$ cat config.mk
export PLATFORM = sky130hd
export DESIGN_NAME = ycbcr_to_rgb_axis
export DESIGN_NICKNAME = d
export VERILOG_FILES = /design/src/rtl/ycbcr_to_rgb_axis.sv
export SDC_FILE = /design/constraint.sdc
export NUM_CORES = 1
export LEC_CHECK = 0
export ABC_CLOCK_PERIOD_IN_PS = 4500
export CAP_MARGIN = 25
export CORE_AREA = 10 10 173 175
export DETAILED_ROUTE_END_ITERATION = 12
export DIE_AREA = 0 0 183 185
export GPL_ROUTABILITY_DRIVEN = 0
export PLACE_DENSITY = 0.55
export SYNTH_ARGS = -nofsm -noshare
export SYNTH_HDL_FRONTEND = slang
export SYNTH_SLANG_ARGS = --single-unit
$ cat constraint.sdc
create_clock -name clk -period 4.5 [get_ports clk]
set_input_delay 0.675 -clock clk [delete_from_list [all_inputs] [get_ports clk]]
set_output_delay 0.675 -clock clk [all_outputs]
set_load 0.005 [all_outputs]
$ cat src/rtl/ycbcr_to_rgb_axis.sv
// Byte-serial YCrCb -> RGB AXI-Stream decoder: input assembler, multiply stage P, add/limit stage O, RGB serializer.
// Define YCC_SATURATE_EN to clamp results to 0..255; otherwise results wrap to their low 8 bits.
module ycbcr_to_rgb_axis #(
  parameter int FRAME_PIXELS = 256060,
  parameter int CNT_W        = 18
) (
  input  logic       clk,
  input  logic       rst,
  input  logic       s_axis_tvalid,
  output logic       s_axis_tready,
  input  logic [7:0] s_axis_tdata,
  output logic       m_axis_tvalid,
  input  logic       m_axis_tready,
  output logic [7:0] m_axis_tdata,
  output logic       m_axis_tlast
);

  localparam logic [CNT_W-1:0] LAST_PIX = CNT_W'(FRAME_PIXELS - 1);

  function automatic logic [7:0] limitPix(input logic signed [10:0] v);
    logic [7:0] res;
`ifdef YCC_SATURATE_EN
    if (v < 11'sd0) begin
      res = 8'd0;
    end else if (v > 11'sd255) begin
      res = 8'd255;
    end else begin
      res = v[7:0];
    end
`else
    res = v[7:0];
`endif
    return res;
  endfunction

  function automatic logic signed [18:0] sext19(input logic signed [17:0] v);
    return {v[17], v};
  endfunction

  logic [1:0]              inPhase_r;
  logic [7:0]              yHold_r;
  logic [7:0]              crHold_r;
  logic                    pValid_r;
  logic [7:0]              pY_r;
  logic signed [17:0]      pCrR_r, pCrG_r, pCbG_r, pCbB_r;
  logic [1:0]              outPhase_r;
  logic [7:0]              oG_r, oB_r;
  logic                    mValid_r, mLast_r;
  logic [7:0]              mData_r;
  logic [CNT_W-1:0]        pixCnt_r;

  logic                    sReady_s, sHs_s, mHs_s, pToO_s;
  logic signed [17:0]      crD_s, cbD_s;
  logic signed [18:0]      rSum_s, gSum_s, bSum_s;
  logic signed [10:0]      yExt_s, rRes_s, gRes_s, bRes_s;

  // Handshakes and the P->O advance; P may reload in the same cycle it advances.
  always_comb begin
    pToO_s   = pValid_r & (~mValid_r | ((outPhase_r == 2'd2) & m_axis_tready));
    sReady_s = ~((inPhase_r == 2'd2) & pValid_r & ~pToO_s);
    sHs_s    = s_axis_tvalid & sReady_s;
    mHs_s    = mValid_r & m_axis_tready;
  end

  // Chroma offsets; Cb is taken straight from the bus on the launching beat.
  always_comb begin
    crD_s = $signed({10'd0, crHold_r}) - 18'sd128;
    cbD_s = $signed({10'd0, s_axis_tdata}) - 18'sd128;
  end

  // Stage O arithmetic: round with +128, floor-shift by 8, add to luma.
  always_comb begin
    yExt_s = $signed({3'd0, pY_r});
    rSum_s = sext19(pCrR_r) + 19'sd128;
    gSum_s = sext19(pCrG_r) + sext19(pCbG_r) + 19'sd128;
    bSum_s = sext19(pCbB_r) + 19'sd128;
    rRes_s = yExt_s + $signed(11'(rSum_s >>> 8));
    gRes_s = yExt_s - $signed(11'(gSum_s >>> 8));
    bRes_s = yExt_s + $signed(11'(bSum_s >>> 8));
  end

  // Input assembler: Y and Cr are held here, Cb launches the triplet.
  always_ff @(posedge clk or posedge rst) begin
    if (rst) begin
      inPhase_r <= 2'd0;
      yHold_r   <= 8'd0;
      crHold_r  <= 8'd0;
    end else if (sHs_s) begin
      case (inPhase_r)
        2'd0: begin
          yHold_r   <= s_axis_tdata;
          inPhase_r <= 2'd1;
        end
        2'd1: begin
          crHold_r  <= s_axis_tdata;
          inPhase_r <= 2'd2;
        end
        2'd2: inPhase_r <= 2'd0;
        default: inPhase_r <= 2'd0;
      endcase
    end
  end

  // Stage P: products and luma copy, so the assembler is free to take the next Y/Cr.
  always_ff @(posedge clk or posedge rst) begin
    if (rst) begin
      pValid_r <= 1'b0;
      pY_r     <= 8'd0;
      pCrR_r   <= 18'sd0;
      pCrG_r   <= 18'sd0;
      pCbG_r   <= 18'sd0;
      pCbB_r   <= 18'sd0;
    end else if (sHs_s && (inPhase_r == 2'd2)) begin
      pValid_r <= 1'b1;
      pY_r     <= yHold_r;
      pCrR_r   <= crD_s * 18'sd359;
      pCrG_r   <= crD_s * 18'sd183;
      pCbG_r   <= cbD_s * 18'sd88;
      pCbB_r   <= cbD_s * 18'sd454;
    end else if (pToO_s) begin
      pValid_r <= 1'b0;
    end
  end

  // Stage O and serializer: R goes straight to the output register, G/B wait in the buffer.
  always_ff @(posedge clk or posedge rst) begin
    if (rst) begin
      outPhase_r <= 2'd0;
      oG_r       <= 8'd0;
      oB_r       <= 8'd0;
      mValid_r   <= 1'b0;
      mData_r    <= 8'd0;
      mLast_r    <= 1'b0;
    end else if (pToO_s) begin
      outPhase_r <= 2'd0;
      oG_r       <= limitPix(gRes_s);
      oB_r       <= limitPix(bRes_s);
      mValid_r   <= 1'b1;
      mData_r    <= limitPix(rRes_s);
      mLast_r    <= 1'b0;
    end else if (mHs_s) begin
      case (outPhase_r)
        2'd0: begin
          mData_r    <= oG_r;
          outPhase_r <= 2'd1;
        end
        2'd1: begin
          mData_r    <= oB_r;
          mLast_r    <= (pixCnt_r == LAST_PIX);
          outPhase_r <= 2'd2;
        end
        2'd2: begin
          mValid_r   <= 1'b0;
          mLast_r    <= 1'b0;
          outPhase_r <= 2'd0;
        end
        default: begin
          mValid_r   <= 1'b0;
          mLast_r    <= 1'b0;
          outPhase_r <= 2'd0;
        end
      endcase
    end
  end

  // Frame pixel counter, stepped on each B handshake.
  always_ff @(posedge clk or posedge rst) begin
    if (rst) begin
      pixCnt_r <= '0;
    end else if (mHs_s && (outPhase_r == 2'd2)) begin
      pixCnt_r <= (pixCnt_r == LAST_PIX) ? '0 : pixCnt_r + 1'b1;
    end
  end

  assign s_axis_tready = sReady_s;
  assign m_axis_tvalid = mValid_r;
  assign m_axis_tdata  = mData_r;
  assign m_axis_tlast  = mLast_r;

endmodule

==> results.md, run 1 <==
- Status: complete, no violations
- WL met1: 11300 um
- Number of antenna diodes: 0
- Clock sinks: 117
- # fillers: 2616
- Via/cell ratio: 4.86
- Synthesized area: 10700 um^2
- Final setup viols: 0
- Register area share after synthesis: 27.5%
- CTS H-tree depth: 4
- Max_slew headroom: 46.4%
- Die width: 183 um
- Core area: 26600 um^2
- R2R cell count: 16
- Actual slew at the worst max-slew pin: 0.800 ns
- Netlist cell types: 60
- Clock Latency Late Sink: 0.41 ns
- HPWL after DPL: 18600 um
- Max clock buf depth: 2
- Hold endpoint: pCbB_r[1]
- Metal2 WL: 10700 um
- Synth warnings: 0
- Crit. End Element: flop
- Clock slew at reported path FFs: 0.06 ns
- R2r endpoint: pCrG_r[14]
- Wirelength per Cell: 14.5 um
- Synth Register Bits: 117
- GRT Util Overall: 14.5%
- Ys flop type: dfrtp_1
- Vias in the first global route: 8022
- Share of layout cells above drive strength 1: 11.7%
- Multi-input logic area: 7050 um^2
- DRT Pass-1 Iters: 4
- Share of synthesized registers carrying an async set or reset: 100%
- Root buf cell: clkbuf_16
- Min Tclk post-route: 4.26 ns
- Syn Area/Cell: 9.41 um^2
- Die Height: 185 um
- Hold Worst Slack: 0.471 ns
- Largest net degree at the start of global routing: 71
- Clk_skew: 0.0104 ns
- Port-buffer cells: 22
- Via count: 7592
- Syn_nets: 1381
- Startpoint types: flop
- Crit Path Category: reg2reg
- EDFF count, synth: 0
- Post-Syn Instances: 1132
- Hold Crit Depth: 2
- Ports: 23
- Final ANT Viol Nets: 0
- Worst hold start: pCbB_r[1]
- Row count: 60
- Critical Path RT: 4.84 ns
- Routed WL: 22700 um
- Final net count: 1459
- R2R Setup Slk: 0.24 ns
- Sequential Area: 2930 um^2
- Worst r2r src: crHold_r[4]
- First-pass GRT wire length: 39800 um
- Worst hold path type: reg2reg
- Initial Utilization: 40.1%
- Initial antenna violation count: 0
- TritonCTS clock tree: done
- Highest metal used: met4
- CTS buffer count: 17
- Final Hold Viols: 0
- Area grow syn2layout: 15.6%
- Critical Path AT: 4.61 ns
- Fin crit share: 94.8%
- Starting DRT DRC Count: 306
- Fmax: 0.235 GHz
- Total gr overflow: 0
- DRC: 0
- WL met3: 362 um
- Die area: 33900 um^2
- Worst-path maximum fanout: 6
- Pins Over Slew Limit: 0
- Max Cap Violations: 0
[layer usage]
metal	up-vias	global-route usage, %
li1	3891	-
met1	3616	19.0
met2	61	24.3
met3	24	2.27
met4	0	3.64
met5	-	0
[repair_timing]
item                                    4_1_cts  5_1_grt
endpoints found under the setup margin        0        8
resized for setup                             0       18
hold buffers                                  0        0
setup buffers                                 0        1
[cell usage in the layout (no fill, tap or decap), drive strengths merged, types with 5 or more instances in the layout]
cell             n
o21bai           8
dfrtp          117
o21ai           73
xnor2           59
clkbuf          17
buf             58
or3              6
ha             173
nor2b            5
mux2            20
xor2            41
nand2          138
o31ai            7
nor3            11
nor2            55
clkdlybuf4s50   21
inv            176
mux2i            8
a21o            17
nand3           21
and3             5
fa              64
a21oi           50
or2              5
o21a             6
nand4            5
[worst max-delay path by stage]
stage	endpoint	slack, ns	startpoint	depth (start not counted)
global placement	pCbB_r[15]	-0.18	s_axis_tdata[1]	17
floorplan	pCrG_r[15]	0.11	crHold_r[7]	16
global route	pCrG_r[14]	-0.01	crHold_r[4]	16
CTS	pCrG_r[14]	0.007	crHold_r[4]	16
detailed placement	pCbB_r[13]	-0.28	s_axis_tdata[1]	18
finish	pCrG_r[14]	0.24	crHold_r[4]	16
[per-stage QoR]
step | std cells | area [um^2] | setup WS, ns | utilization, % | setup TNS (ns)
finish | 1563 | 12300 | 0.236 | 46.3 | 0
global route | 1563 | 12300 | -0.0144 | 46.3 | -0.0144
CTS | 1562 | 12200 | 0.00689 | 46.0 | 0
global placement | 1530 | 11600 | -0.183 | 43.8 | -0.351
floorplan | 1132 | 10700 | 0.107 | - | 0
detailed placement | 1531 | 11600 | -0.278 | 43.8 | -0.675
[area by class of cell]
type	count	share of cell area (%)
timing repair buffer	80	5.46
tap	341	3.47
inverter	172	5.26
clock inverter	14	1.24
sequential	117	23.8
clock buffer	17	3.46
multi-input combinational	822	57.3
[synth_stat cells, drive strengths merged (6+ instances only)]
master / count / share of area [%]
o21ai: 73 / 3.5
a21o: 17 / 1.2
xor2: 41 / 3.4
mux2i: 8 / 0.75
o31ai: 7 / 0.49
o21bai: 8 / 0.56
a21oi: 50 / 2.3
ha: 173 / 20
nand2: 138 / 4.9
o21a: 6 / 0.42
inv: 172 / 6.1
fa: 64 / 12
nand3: 21 / 0.99
mux2: 20 / 2.1
clkbuf: 17 / 0.69
nor3: 11 / 0.56
nor2: 55 / 2.0
dfrtp: 117 / 27
xnor2: 59 / 4.9
or3: 6 / 0.40
[cells by family after synthesis]
family | Yosys count | share of synthesized area (%)
mux | 28 | 2.87
buf+inv | 193 | 6.94
flops | 117 | 27.5
compound gates | 188 | 10.7
simple gates | 269 | 11.4
fa+ha+maj | 237 | 32.4
xor+xnor | 100 | 8.22
[worst max-delay path, cell delays in order, from the launching register on]
cell and delay (ns):
dfrtp_2 0.47, inv_1 0.11, fa_1 0.52, inv_1 0.05, ha_1 0.28, ha_1 0.28, inv_1 0.05, fa_1 0.54
inv_1 0.07, fa_1 0.45, a21o_1 0.20, a21oi_1 0.19, o21ai_1 0.12, a21oi_2 0.20, o21ai_0 0.16, or4_1 0.42
nand3_1 0.08
[registers in the layout, indices dropped and copies added (netlist names)]
signal,cells
m_axis_tvalid,1
inPhase_r,2
pixCnt_r,18
yHold_r,8
crHold_r,8
pValid_r,1
m_axis_tdata,8
pY_r,8
oB_r,8
pCbG_r,10
outPhase_r,2
m_axis_tlast,1
pCrG_r,13
pCrR_r,9
pCbB_r,12
oG_r,8
Power of run 1 is not shown: default switching activity piles up to over one toggle a cycle in this logic, so the estimate is an artifact.
==> run 2: changes to the inputs <==
--- a/config.mk
+++ b/config.mk
@@ -7,9 +7,9 @@
 export LEC_CHECK = 0
 export ABC_CLOCK_PERIOD_IN_PS = 4500
 export CAP_MARGIN = 25
-export CORE_AREA = 10 10 173 175
+export CORE_AREA = 2 2 165 167
 export DETAILED_ROUTE_END_ITERATION = 12
-export DIE_AREA = 0 0 183 185
+export DIE_AREA = 0 0 167 169
 export GPL_ROUTABILITY_DRIVEN = 0
 export PLACE_DENSITY = 0.55
 export SYNTH_ARGS = -nofsm -noshare
==> results.md, run 2 (synthesized netlist as in run 1, its figures left out) <==
- Status: complete, no violations (unchanged)
- Largest register FFs: 18 (unchanged)
- Crit path capture: pCrG_r[15] (was pCrG_r[14])
- CTS H-tree depth: 4 (unchanged)
- Setup crit start: crHold_r[6] (was crHold_r[4])
- Die Height: 169 um (was 185 um)
- Share of layout cells above drive strength 1: 12.7% (was 11.7%)
- Total gr overflow: 0 (unchanged)
- Worst-path maximum fanout: 4 (was 6)
- Critical Path AT: 4.54 ns (was 4.61 ns)
- Area grow syn2layout: 16.3% (was 15.6%)
- Fmax: 0.234 GHz (was 0.235 GHz)
- Ports: 23 (unchanged)
- # fillers: 2537 (was 2616)
- Core area: 26500 um^2 (was 26600 um^2)
- Pins Over Slew Limit: 0 (unchanged)
- Startpoint types: flop (unchanged)
- DRC: 0 (unchanged)
- Critical Path RT: 4.77 ns (was 4.84 ns)
- Final Util: 46.7% (was 46.3%)
- TritonCTS clock tree: done (unchanged)
- Via/cell ratio: 4.83 (was 4.86)
- Crit. End Element: flop (unchanged)
- Vias in the first global route: 7806 (was 8022)
- Final Hold Viols: 0 (unchanged)
- R2R Setup Slk: 0.23 ns (was 0.24 ns)
- Starting DRT DRC Count: 382 (was 306)
- Placement Setup Slack: -0.184 ns (was -0.278 ns)
- Actual slew at the worst max-slew pin: 0.879 ns (was 0.800 ns)
- Initial Utilization: 40.2% (was 40.1%)
- Wirelength per Cell: 14.3 um (was 14.5 um)
- Port-buffer cells: 22 (unchanged)
- Row count: 60 (unchanged)
- Final setup viols: 0 (unchanged)
- GRT Util Overall: 17.3% (was 14.5%)
- Clock sinks: 117 (unchanged)
- Root buf cell: clkbuf_16 (unchanged)
- Most frequent cells in the layout: ha_1 (170), inv_1 (168), nand2_1 (137) (was ha_1 (171), inv_1 (170), nand2_1 (136))
- Max Cap Violations: 0 (unchanged)
- R2r endpoint: pCrG_r[15] (was pCrG_r[14])
- Most flop-heavy register: pixCnt_r (unchanged)
- Number of antenna diodes: 0 (unchanged)
- Worst r2r src: crHold_r[6] (was crHold_r[4])
- Routed WL: 22600 um (was 22700 um)
- RSZ-0062 raised after global routing: no
- Commonest non-fill, non-tap cell in the layout: ha_1 (unchanged)
- Die area: 28200 um^2 (was 33900 um^2)
- Initial antenna violation count: 0 (unchanged)
- Max clock buf depth: 2 (unchanged)
- Via count: 7603 (was 7592)
- Final ANT Viol Nets: 0 (unchanged)
- Clock slew at reported path FFs: 0.06 ns (about the same)
- Hold Crit Depth: 2 (unchanged)
- CTS buffer count: 17 (unchanged)
- Die width: 167 um (was 183 um)
- Clk_skew: 0.0132 ns (was 0.0104 ns)
- Clock Latency Late Sink: 0.42 ns (was 0.41 ns)
- Max_slew headroom: 41.1% (was 46.4%)
- Fin crit share: 94.8% (about the same)
- First-pass GRT wire length: 39100 um (was 39800 um)
- Worst hold path type: reg2reg (unchanged)
- R2R cell count: 19 (was 16)
- HPWL after DPL: 18400 um (was 18600 um)
- Crit Path Category: reg2reg (unchanged)
- Final net count: 1470 (was 1459)
- Top Registers: pixCnt_r (18), pCrG_r (13), pCbB_r (12) (unchanged)
- Setup ws final: 0.232 ns (was 0.236 ns)
- Min Tclk post-route: 4.27 ns (was 4.26 ns)
- Largest net degree at the start of global routing: 66 (was 71)
- DRT Pass-1 Iters: 5 (was 4)
## run 2: cell count changes in the layout (fill, tap and decap cells not counted), moves of 2 or more
cell   change
inv_1      -2
inv_2      +2
buf_4     +11
ha_2       +2
## run 2: repair_timing
item / 4_1_cts / 5_1_grt
setup endpoints to repair: 0 / 7
gates resized for setup: 0 / 19
hold buffers: 0 / 0
setup buffers: 0 / 2
## run 2: worst min path at each step
stage                    start   endpoint  slack, ns
floorplan           yHold_r[1]    pY_r[1]       0.43
global placement    yHold_r[7]    pY_r[7]       0.45
detailed placement  yHold_r[7]    pY_r[7]       0.45
CTS                 yHold_r[7]    pY_r[7]       0.46
global route         pCbB_r[1]  pCbB_r[1]       0.49
finish              yHold_r[7]    pY_r[7]       0.46
## run 2: through the flow
stage,instances,cell area (um^2),hold WS [ns],TNS (ns)
global placement,1540,11700,0.449,-0.283
finish,1575,12400,0.462,0
global route,1575,12400,0.494,0
floorplan,1132,10700,0.435,0
CTS,1573,12300,0.462,0
detailed placement,1541,11700,0.450,-0.390
## run 2: critical path: stages (launching register included)
cell and delay (ns):
dfrtp_1 0.41, buf_4 0.18, fa_1 0.51, inv_1 0.05, fa_1 0.49, inv_1 0.05
ha_1 0.27, inv_1 0.05, fa_1 0.53, inv_1 0.05, ha_2 0.27, nor2_1 0.12
nor2_1 0.08, a2111oi_2 0.29, buf_4 0.18, o31ai_2 0.06, buf_4 0.15, a31oi_2 0.16
xnor2_1 0.13, o21ai_0 0.08
## run 2: cell type report
| cell class | count | area (um^2) | share of cell area [%] |
|---|---|---|---|
| repair buffers | 91 | 761 | 6.14 |
| flip-flops and latches | 117 | 2930 | 23.7 |
| clock inverters | 14 | 153 | 1.23 |
| inverters | 172 | 648 | 5.23 |
| multi-input cells | 822 | 7040 | 56.8 |
| clock buffers | 18 | 429 | 3.46 |
| well taps | 341 | 427 | 3.44 |
## run 2: layer usage
layer	wire (um)	GRT usage, %	part of all wire, %	vias to the layer above
met1	11100	22.8	49	3594
met4	302	3.97	1.3	0
met2	10600	29.7	47	66
met3	541	3.23	2.4	14
li1	-	-	-	3929
met5	0	0	0	-
Power of run 2 is left out for the same reason.
